`config.mk`:
```
export PLATFORM = sky130hd
export DESIGN_NAME = lc3_mmio
export DESIGN_NICKNAME = d
export VERILOG_FILES = /design/src/rtl/lc3_mmio.sv
export SDC_FILE = /design/constraint.sdc
export NUM_CORES = 1
export LEC_CHECK = 0
export ABC_AREA = 1
export CAP_MARGIN = 20
export CORE_ASPECT_RATIO = 0.6
export CORE_MARGIN = 5
export CORE_UTILIZATION = 36
export DETAILED_ROUTE_END_ITERATION = 6
export PLACE_DENSITY = 0.8
export SYNTH_ARGS = -nofsm -noshare
export SYNTH_HDL_FRONTEND = slang
export SYNTH_SLANG_ARGS = --single-unit
```
`constraint.sdc`:
```
create_clock -name clk -period 1.6 [get_ports clk]
set_clock_uncertainty 0.05 [all_clocks]
set_input_delay 0.32 -clock clk [delete_from_list [all_inputs] [get_ports clk]]
set_output_delay 0.32 -clock clk [all_outputs]
set_load 0.05 [all_outputs]
```
`src/rtl/lc3_mmio.sv`:
```
// LC-3 device-register responder: keyboard (KBSR/KBDR), display (DSR/DDR) and MCR run bit.
// Define LC3_MMIO_INTR_EN to make KBSR[14]/DSR[14] live and drive kb_irq/dsp_irq.
module lc3_mmio (
    input  logic        clk,
    input  logic        reset,
    input  logic [15:0] addr,
    input  logic [15:0] wdata,
    input  logic        we,
    input  logic        re,
    output logic [15:0] rdata,
    output logic        hit,
    input  logic        kb_valid,
    input  logic [7:0]  kb_data,
    output logic        kb_ready,
    output logic        dsp_valid,
    output logic [7:0]  dsp_data,
    input  logic        dsp_ready,
    output logic        mcr_run,
    output logic        kb_irq,
    output logic        dsp_irq
);

    localparam logic [15:0] KBSR_A = 16'hFE00;
    localparam logic [15:0] KBDR_A = 16'hFE02;
    localparam logic [15:0] DSR_A  = 16'hFE04;
    localparam logic [15:0] DDR_A  = 16'hFE06;
    localparam logic [15:0] MCR_A  = 16'hFFFE;

    logic       kb_full;
    logic [7:0] kbdr;
    logic       dsr_rdy;
    logic [7:0] ddr;
    logic       mcr_q;
    logic       kb_ie;
    logic       dsp_ie;

    logic kb_accept;
    logic kbdr_load;
    logic ddr_store;
    logic dsp_accept;

    assign kb_ready   = ~kb_full;
    assign kb_accept  = kb_valid & ~kb_full;
    assign kbdr_load  = re & (addr == KBDR_A);
    assign ddr_store  = we & (addr == DDR_A) & dsr_rdy;
    assign dsp_valid  = ~dsr_rdy;
    assign dsp_accept = ~dsr_rdy & dsp_ready;
    assign dsp_data   = ddr;
    assign mcr_run    = mcr_q;

    // Keyboard: an incoming byte sets ready, a KBDR load clears it; set wins.
    always_ff @(posedge clk or posedge reset) begin
        if (reset) begin
            kb_full <= 1'b0;
            kbdr    <= 8'h00;
        end else begin
            if (kb_accept) begin
                kb_full <= 1'b1;
                kbdr    <= kb_data;
            end else if (kbdr_load) begin
                kb_full <= 1'b0;
            end
        end
    end

    // Display: a store only lands while ready; the sink's accept reopens it.
    always_ff @(posedge clk or posedge reset) begin
        if (reset) begin
            dsr_rdy <= 1'b1;
            ddr     <= 8'h00;
        end else begin
            if (ddr_store) begin
                dsr_rdy <= 1'b0;
                ddr     <= wdata[7:0];
            end else if (dsp_accept) begin
                dsr_rdy <= 1'b1;
            end
        end
    end

    always_ff @(posedge clk or posedge reset) begin
        if (reset) begin
            mcr_q <= 1'b1;
        end else if (we && addr == MCR_A) begin
            mcr_q <= wdata[15];
        end
    end

`ifdef LC3_MMIO_INTR_EN
    always_ff @(posedge clk or posedge reset) begin
        if (reset) begin
            kb_ie  <= 1'b0;
            dsp_ie <= 1'b0;
        end else begin
            if (we && addr == KBSR_A) kb_ie  <= wdata[14];
            if (we && addr == DSR_A)  dsp_ie <= wdata[14];
        end
    end

    assign kb_irq  = kb_full & kb_ie;
    assign dsp_irq = dsr_rdy & dsp_ie;

    logic unused_wdata;
    assign unused_wdata = ^wdata[13:8];
`else
    assign kb_ie   = 1'b0;
    assign dsp_ie  = 1'b0;
    assign kb_irq  = 1'b0;
    assign dsp_irq = 1'b0;

    logic unused_wdata;
    assign unused_wdata = ^wdata[14:8];
`endif

    always_comb begin
        rdata = 16'h0000;
        hit   = 1'b1;
        case (addr)
            KBSR_A:  rdata = {kb_full, kb_ie, 14'h0000};
            KBDR_A:  rdata = {8'h00, kbdr};
            DSR_A:   rdata = {dsr_rdy, dsp_ie, 14'h0000};
            DDR_A:   rdata = {8'h00, ddr};
            MCR_A:   rdata = {mcr_q, 15'h0000};
            default: hit   = 1'b0;
        endcase
    end

endmodule

```
==> results by group, run 1 <==
Worst setup path
  • Family with the most delay on the worst path: buffers and inverters
  • Crit-path most repeated cell: buf_6
  • Bufs and invs on worst path: 4
  • Crit-path max FO: 6
  • Req. time, crit path: 1.23 ns
  • Worst reg2reg setup slack: 0.33 ns
  • Worst path arrival time: 1.33 ns
  • CP Class: primary input to primary output
  • Slowest stage delay, CP: 0.20 ns
  • Reg2reg end: kbdr[7]$_DFFE_PP0P_
  • CP Capture Type: primary output
  • RR Startpoint: kb_full$_DFFE_PP0P_
  • Slowest CP cell: nor2_4
  • CP cell instances: buf_6 -> inv_4 -> buf_6 -> nand3_4 -> nor2_4 -> nand2_4 -> o21ai_4 -> buf_12
  • Reg2reg path depth: 5
  • CP startpoint kind: primary input

Floorplanning
  • Starting Density: 0.367
  • DIE HEIGHT: 54.3 µm
  • I/O pins: 76
  • Cell Rows: 16
  • DIE AREA: 4550 µm²
  • Die X: 83.8 µm
  • Area of the core: 3200 µm²

Synthesis
  • Most frequent cells after synthesis: nand2_1 (56), nor2_1 (21), nand3_1 (20)
  • Synth warn: 0
  • Netlist cell types: 20
  • Synth area leader: dfrtp_1
  • Cell with the most instances after synthesis: nand2_1
  • Number of flops mapped to enable cells by yosys: 0
  • Dominant synthesized flop cell: dfrtp_1
  • Synth area leaders: dfrtp_1 (36%), nand2_1 (18%), nand3_1 (8.5%)
  • Register area share after synthesis: 0.406
  • Synth Register Bits: 19
  • Mapped Cells: 166
  • Synthesized area: 1180 µm²
  • Async S/R FF share, synth: 1.00
  • Share of Yosys cell area claimed by the top area cell type: 0.362
  • Mean Syn Cell Area: 7.09 µm²

Outcome
  • Status: complete, but fails checks
  • Failing checks: negative setup slack

Pwr
  • Worst VDD drop: 0.581 mV
  • Pwr Density: 533 nW/µm²
  • Flop pwr share: 0.460
  • Sw Share: 0.304
  • LEAKAGE: 1.19 nW
  • Pwr Total: 1.29 mW
  • Clock power frac: 0.251
  • P_sw: 393 µW
  • Logic pwr share: 0.289
  • P_int: 899 µW

Placement
  • Placed Area: 2060 µm²
  • Final GP Congestion: 0.777
  • Port Buffer Count: 59
  • Post-DP HPWL: 2790 µm

Hold path
  • Class of the worst hold path: primary input to asynchronous set/reset pin

Route
  • Vias/cell: 4.70
  • DR WL/cell: 14.9 µm
  • Drt total wl: 4310 µm
  • Post-route DRC violation count: 0
  • Drt first pass iters: 4
  • Detail Route Antenna Nets: 0
  • Number of DRC markers in iteration 0: 36
  • Vias: 1357

Timing
  • Setup TNS Final: -0.686 ns
  • Hold Slack: 0.327 ns
  • Final worst-path cycle share: 1.06
  • Final slew viol count: 0
  • Fmax: 587 MHz
  • Setup ws final: -0.104 ns
  • Final Hold Viols: 0
  • Final worst path period need: 1.70 ns
  • Setup violations, final: 8
  • RSZ-0062 raised after global routing: yes

Layout
  • N_diodes: 0
  • Fill cells: 205
  • Storage element area: 478 µm²
  • Area grow syn2layout: 106%
  • Final design utilization: 0.757
  • Layout cells sized above 1: 0.500
  • Fin nets: 291
  • Multi-input gate area: 838 µm²
  • Final Cell Area: 2420 µm²

CTS
  • Number of CTS-inserted buffers: 3
  • Clock Path Buffers: 2
  • Clk_lat worst skew: 0.26 ns
  • H-Tree Depth: 1
  • Num Clock Sinks: 19
  • CTS tree: yes
  • Root buf cell: clkbuf_8
  • Clock transition at the registers of the reported paths: 0.06 ns

Global routing
  • Vias in the first global route: 1247
  • First-pass GRT wire length: 5980 µm
  • Initial antenna violation count: 0
  • GRT Util Overall: 0.166
  • Remaining global-route overflow: 0
  • Largest net degree at the start of global routing: 20

Job
  • Max cap viols: 0
state kept, by name (all words and copies together), names as in the netlist:
name,cells
dsr_rdy,1
mcr_run,1
dsp_data,8
kbdr,8
kb_full,1
layout by cell type, fill, tap and decap left out, types with 7 or more instances in the layout:
master | synthesis | final
buf_12 | 0 | 20
buf_4 | 9 | 14
buf_6 | 0 | 15
clkdlybuf4s50_1 | 0 | 22
conb_1 | 1 | 9
dfrtp_1 | 17 | 17
inv_1 | 14 | 8
nand2_1 | 56 | 38
nand2_2 | 4 | 15
nand3_1 | 20 | 14
nor2_1 | 21 | 7
nor2_4 | 0 | 11
cell families after synthesis:
kind of cell / count (synthesis) / synth area share
AND/OR/NAND/NOR: 105 / 0.385
multiplexers: 4 / 0.0383
flip-flops: 19 / 0.406
other: 1 / 0.00319
buffers and inverters: 28 / 0.129
AO/OA/AOI/OAI: 9 / 0.0383
how the worst max path moves through the flow:
| stage | depth (start not counted) | startpoint | endpoint | slack (ns) |
|---|---|---|---|---|
| 2_1_floorplan | 6 | addr[12] | rdata[0] | -0.09 |
| 3_3_place_gp | 7 | addr[5] | rdata[7] | -0.50 |
| 3_5_place_dp | 7 | addr[2] | rdata[7] | -0.57 |
| 4_1_cts | 10 | addr[7] | rdata[4] | -0.09 |
| 5_1_grt | 10 | addr[4] | rdata[4] | -0.16 |
| 6_report | 8 | addr[0] | rdata[2] | -0.10 |
per-layer routing:
layer	share of wire	up-vias	track usage
li1	-	652	-
met1	0.42	651	0.210
met2	0.51	44	0.289
met3	0.045	10	0.0406
met4	0.020	0	0.0481
met5	0	-	0
power groups by stage:
stage / sequential (mW) / combinational, mW / clock [mW]
global route: 0.599 / 0.400 / 0.350
global placement: 0.590 / 0.305 / 0
floorplan: 0.581 / 0.184 / 0
finish: 0.594 / 0.373 / 0.324
CTS: 0.587 / 0.329 / 0.328
detailed placement: 0.593 / 0.312 / 0
per-stage QoR:
step | setup WS, ns | std cells
6_report | -0.104 | 289
5_1_grt | -0.165 | 289
4_1_cts | -0.0912 | 285
3_5_place_dp | -0.567 | 276
3_3_place_gp | -0.497 | 276
2_1_floorplan | -0.0914 | 174
layout make-up:
cell class                      count  share of cell area
Tap cell                           45              0.0232
Sequential cell                    19               0.197
Timing Repair Buffer               77               0.386
Clock buffer                        4              0.0186
Inverter                           17              0.0294
Multi-Input combinational cell    127               0.346
worst min-delay path, cell delays in order:
cell and delay (ns):
clkdlybuf4s50_1 0.39, inv_1 0.05, buf_4 0.25
repair_timing:
action | in CTS | in global routing
buffers inserted | 5 | 4
setup endpoints to repair | 19 | 19
hold buffers | 0 | 0
resized for setup | 101 | 44
pin swaps | 21 | 23
Note: power is estimated with default switching activity, not from simulation.
==> run 2: changes to the inputs <==
--- a/config.mk
+++ b/config.mk
@@ -12,6 +12,7 @@
 export CORE_UTILIZATION = 36
 export DETAILED_ROUTE_END_ITERATION = 6
 export PLACE_DENSITY = 0.8
+export REMOVE_ABC_BUFFERS = 1
 export SYNTH_ARGS = -nofsm -noshare
 export SYNTH_HDL_FRONTEND = slang
 export SYNTH_SLANG_ARGS = --single-unit
==> run 2 against run 1 <==
Net effect:
- the flow still finishes with violations (negative setup slack)
- clock power rose by 8.3%
- combinational power barely moved
- setup slack got worse by 0.016 ns
- fmax fell by 0.91%
- sequential share of layout area fell by 0.051 points
- count of clock-buffer cells in the layout did not move
- critical path type unchanged
==> results by group, run 2 (synthesis results as in run 1) <==
Worst setup path
  • Reg2reg end: kbdr[5]$_DFFE_PP0P_
  • WP depth: 10
  • Slowest stage delay, CP: 0.15 ns
  • Bufs and invs on worst path: 4
  • CP endpoint: rdata[6]
  • Critical path startpoint: addr[6]
  • CP startpoint kind: primary input
  • CP Class: primary input to primary output
  • RR Startpoint: kb_full$_DFFE_PP0P_
  • Req. time, crit path: 1.23 ns
  • Reg2reg path depth: 3
  • CP Capture Type: primary output
  • Crit-path max FO: 7
  • Slowest CP cell: buf_6
  • Worst reg2reg setup slack: 0.29 ns
  • CP cell instances: buf_6 -> inv_2 -> nand2_1 -> nor2_4 -> nand2_4 -> nor2_8 -> buf_6 -> nand2_2 -> nand2_2 -> buf_12
  • Worst path arrival time: 1.35 ns
  • Family with the most delay on the worst path: simple AND/OR/NAND/NOR gates

Route
  • Detail Route Antenna Nets: 0
  • Number of DRC markers in iteration 0: 65
  • Vias: 1402
  • Post-route DRC violation count: 0
  • Vias/cell: 4.87
  • Drt total wl: 4840 µm
  • DR WL/cell: 16.8 µm
  • Drt first pass iters: 4

Outcome
  • Status: complete, but fails checks
  • Failing checks: negative setup slack

Global routing
  • GRT Util Overall: 0.205
  • Vias in the first global route: 1434
  • Largest net degree at the start of global routing: 20
  • Initial antenna violation count: 0
  • First-pass GRT wire length: 6980 µm
  • Remaining global-route overflow: 0

Timing
  • Final worst path period need: 1.72 ns
  • Final worst-path cycle share: 1.07
  • Setup violations, final: 10
  • Setup ws final: -0.120 ns
  • Setup TNS Final: -0.722 ns
  • Final Hold Viols: 0
  • Final slew viol count: 0
  • RSZ-0062 raised after global routing: yes
  • Fmax: 582 MHz

Placement
  • Port Buffer Count: 59
  • Placed Area: 2050 µm²
  • Final GP Congestion: 0.842
  • Post-DP HPWL: 2920 µm

Layout
  • Commonest non-fill, non-tap cell in the layout: nand2_1
  • Final Cell Area: 2430 µm²
  • N_diodes: 0
  • Fin nets: 290
  • Area grow syn2layout: 107%
  • Layout cells sized above 1: 0.481
  • Most frequent cells in the layout: nand2_1 (41), clkdlybuf4s50_1 (22), buf_12 (20)

Pwr
  • Pwr Density: 543 nW/µm²
  • Worst VDD drop: 0.283 mV
  • Pwr Total: 1.32 mW
  • LEAKAGE: 1.20 nW

Floorplanning
  • DIE AREA: 4550 µm²
  • DIE HEIGHT: 54.3 µm
  • Die X: 83.8 µm
  • Starting Density: 0.367
  • Cell Rows: 16
  • Area of the core: 3200 µm²
  • I/O pins: 76

CTS
  • Clock Path Buffers: 2
  • H-Tree Depth: 1
  • Clock transition at the registers of the reported paths: 0.07 ns
  • Number of CTS-inserted buffers: 3
  • Clk_lat worst skew: 0.27 ns
  • Num Clock Sinks: 19
  • CTS tree: yes
  • Root buf cell: clkbuf_8

Job
  • Max cap viols: 0

Hold path
  • Class of the worst hold path: primary input to asynchronous set/reset pin
run 2: repair_timing:
item                                    CTS  global route
pin swaps                                24            21
gates cloned                              1             0
hold buffers                              0             0
gates resized for setup                 110            49
buffers inserted                          5             0
endpoints found under the setup margin   19            19
run 2: metal layers:
| metal | vias to the layer above | GRT usage | part of all wire | wire (µm) |
|---|---|---|---|---|
| met5 | - | 0 | 0 | 0 |
| met4 | 0 | 0.142 | 0.038 | 182 |
| met3 | 19 | 0.0586 | 0.062 | 300 |
| met2 | 67 | 0.350 | 0.50 | 2400 |
| met1 | 652 | 0.231 | 0.40 | 1950 |
| li1 | 664 | - | - | - |
run 2: worst min-delay path by stage:
stage                        start                      end  slack (ns)  cells past startpoint
4_1_cts                      reset      kbdr[2]$_DFFE_PP0P_        0.36                      3
6_report                     reset      kbdr[1]$_DFFE_PP0P_        0.33                      3
2_1_floorplan                reset  dsp_data[0]$_DFFE_PP0P_        0.22                      1
3_5_place_dp   kb_full$_DFFE_PP0P_      kb_full$_DFFE_PP0P_        0.44                      2
5_1_grt                      reset      kbdr[3]$_DFFE_PP0P_        0.37                      3
3_3_place_gp   mcr_run$_DFFE_PP1P_      mcr_run$_DFFE_PP1P_        0.43                      2
run 2: per-stage QoR:
step / util / hold slack [ns] / setup slack [ns] / std cells
floorplan: - / 0.220 / -0.703 / 163
global placement: 0.641 / 0.431 / -0.500 / 279
detailed placement: 0.641 / 0.444 / -0.564 / 279
CTS: 0.697 / 0.356 / -0.104 / 288
global route: 0.759 / 0.374 / -0.184 / 288
finish: 0.759 / 0.328 / -0.120 / 288
run 2: final cells by class:
type                            count  area, µm²
Inverter                           17       81.3
Timing Repair Buffer               76        917
Fill cell                         197        773
Sequential cell                    19        478
Tap cell                           45       56.3
Multi-Input combinational cell    127        852
Clock buffer                        4       45.0
run 2: power by group:
group	internal [mW]	switching [mW]
Combinational	0.160	0.216
Clock	0.178	0.173
Sequential	0.553	0.0407
Total	0.891	0.430
run 2: worst register-to-register path, cell delays in order, from the launching register on:
cell and delay (ns):
dfrtp_1 0.41, inv_1 0.10, nand2_1 0.24, mux2_2 0.39
==> run 3: changes to the inputs <==
--- a/config.mk
+++ b/config.mk
@@ -9,9 +9,9 @@
 export CAP_MARGIN = 20
 export CORE_ASPECT_RATIO = 0.6
 export CORE_MARGIN = 5
-export CORE_UTILIZATION = 36
+export CORE_UTILIZATION = 39
 export DETAILED_ROUTE_END_ITERATION = 6
-export PLACE_DENSITY = 0.8
+export PLACE_DENSITY = 0.86
 export REMOVE_ABC_BUFFERS = 1
 export SYNTH_ARGS = -nofsm -noshare
 export SYNTH_HDL_FRONTEND = slang
==> constraint.sdc (replaced) <==
create_clock -name clk -period 2.2 [get_ports clk]
set_clock_uncertainty 0.05 [all_clocks]
set_input_delay 0.44 -clock clk [delete_from_list [all_inputs] [get_ports clk]]
set_output_delay 0.44 -clock clk [all_outputs]
set_load 0.05 [all_outputs]
==> run 3 against run 2 <==
Net effect:
- the run now ends clean
- via count down 8.5%
- register-to-register slack better by 0.55 ns
- combinational power decreased by 40%
- non-clock buffer count fell by 1
- power decreased by 33%
- routed wire length decreased by 23%
- utilization is 2.1 points lower
- critical path type unchanged
- largest cell class unchanged
- highest routed layer unchanged
==> results by group, run 3 (synthesis results as in run 1) <==
CTS
  • Hold_buf cts: 0
  • Clock Path Buffers: 2
  • Root buf cell: clkbuf_8
  • Clock transition at the registers of the reported paths: 0.07 ns
  • Clk_lat worst skew: 0.25 ns
  • H-Tree Depth: 1
  • Number of CTS-inserted buffers: 3
  • CTS tree: yes
  • Num Clock Sinks: 19

Timing
  • Worst Max-Slew Pin Slew: 0.527 ns
  • Setup violations, final: 0
  • Final Hold Viols: 0
  • Max-slew headroom: 0.648
  • Final worst-path cycle share: 0.987
  • Final slew viol count: 0
  • Final worst path period need: 2.17 ns
  • Setup TNS Final: 0 ns
  • Fmax: 461 MHz
  • RSZ-0062 raised after global routing: yes

Placement
  • Port Buffer Count: 59
  • Final GP Congestion: 0.825
  • Post-DP HPWL: 2800 µm
  • Placed cells: 276

Route
  • Post-route DRC violation count: 0
  • DR WL/cell: 13.2 µm
  • Vias: 1283
  • Drt first pass iters: 4
  • Detail Route Antenna Nets: 0
  • Drt total wl: 3740 µm
  • Number of DRC markers in iteration 0: 74
  • Vias/cell: 4.52

Layout
  • Storage element area: 478 µm²
  • Most frequent cells in the layout: nand2_1 (45), clkdlybuf4s50_1 (33), nand3_1 (18)
  • Commonest non-fill, non-tap cell in the layout: nand2_1
  • Final design utilization: 0.738
  • Layout cells sized above 1: 0.293
  • Multi-input gate area: 677 µm²
  • Post-Layout Cell Count: 284
  • Fin nets: 289
  • Area grow syn2layout: 80.1%
  • Fill cells: 221
  • N_diodes: 0

Worst setup path
  • RR Startpoint: kb_full$_DFFE_PP0P_
  • CP Class: primary input to primary output
  • CP Capture Type: primary output
  • Reg2reg end: kbdr[3]$_DFFE_PP0P_
  • Req. time, crit path: 1.71 ns
  • CP startpoint kind: primary input
  • Crit-path max FO: 5
  • Worst path arrival time: 1.68 ns
  • Reg2reg path depth: 3
  • Worst reg2reg setup slack: 0.84 ns

Global routing
  • Vias in the first global route: 1242
  • GRT Util Overall: 0.188
  • Initial antenna violation count: 0
  • Remaining global-route overflow: 0
  • First-pass GRT wire length: 6010 µm
  • Largest net degree at the start of global routing: 20

Floorplanning
  • DIE AREA: 4250 µm²
  • Area of the core: 2870 µm²
  • Cell Rows: 15
  • Starting Density: 0.410
  • Die X: 80.9 µm
  • I/O pins: 76
  • DIE HEIGHT: 52.5 µm

Outcome
  • Status: finished clean

Job
  • Max cap viols: 0

Hold path
  • Hold Path Sink: mcr_run$_DFFE_PP1P_
  • Worst hold stages: 2
  • Class of the worst hold path: register to register
  • Hold path start: mcr_run$_DFFE_PP1P_

Pwr
  • Pwr Total: 884 µW
  • Pwr Density: 417 nW/µm²
  • Worst VDD drop: 0.396 mV
  • LEAKAGE: 1.10 nW
==> run 3: cell types whose count changed in the layout (fill, tap and decap cells not counted), sizes merged <==
cell / before / now
clkdlybuf4s50: 22 / 33
dlygate4sd2: 0 / 15
clkdlybuf4s15: 0 / 1
buf: 54 / 26
==> run 3: report_power, final <==
part / internal [mW] / switching, mW
clock: 0.129 / 0.109
combinational: 0.0979 / 0.126
sequential: 0.402 / 0.0208
==> run 3: repair_timing <==
item / in CTS / in global routing
cloned: 0 / 0
setup endpoints to repair: 10 / 7
setup buffers: 3 / 1
pin swaps: 20 / 3
resized for setup: 50 / 6
==> run 3: metal layers <==
metal  part of all wire  wire [µm]  track usage
met1               0.44       1640        0.250
met2               0.49       1810        0.307
met3              0.068        254       0.0481
met4             0.0072         27       0.0421
met5                  0          0            0
==> run 3: stage by stage <==
| stage | hold WS [ns] | setup slack, ns | instance area, µm² |
|---|---|---|---|
| after CTS | 0.420 | 0.0580 | 2100 |
| after floorplan | 0.340 | -0.343 | 1120 |
| final | 0.416 | 0.0293 | 2120 |
| after global placement | 0.410 | -0.173 | 1950 |
| after global routing | 0.436 | -0.0512 | 2120 |
| after detailed placement | 0.409 | -0.219 | 1950 |
==> run 3: cell type report <==
class	instances	area share
repair buffers	75	0.377
multi-input cells	127	0.320
flip-flops and latches	19	0.226
inverters	17	0.0313
well taps	42	0.0248
clock buffers	4	0.0213
==> run 3: critical path, stage by stage <==
cell and delay [ns]:
dlygate4sd2_1 0.28, nor2_2 0.16, nand3_1 0.13, nor2_4 0.18, nand2_4 0.09, o21ai_2 0.13
buf_4 0.13, buf_12 0.12
==> run 3: worst max path at each step <==
stage / startpoint / to
after floorplan: addr[12] / rdata[2]
after CTS: addr[2] / rdata[5]
after global routing: addr[2] / rdata[2]
after detailed placement: addr[6] / rdata[2]
final: addr[2] / rdata[2]
after global placement: addr[6] / rdata[7]
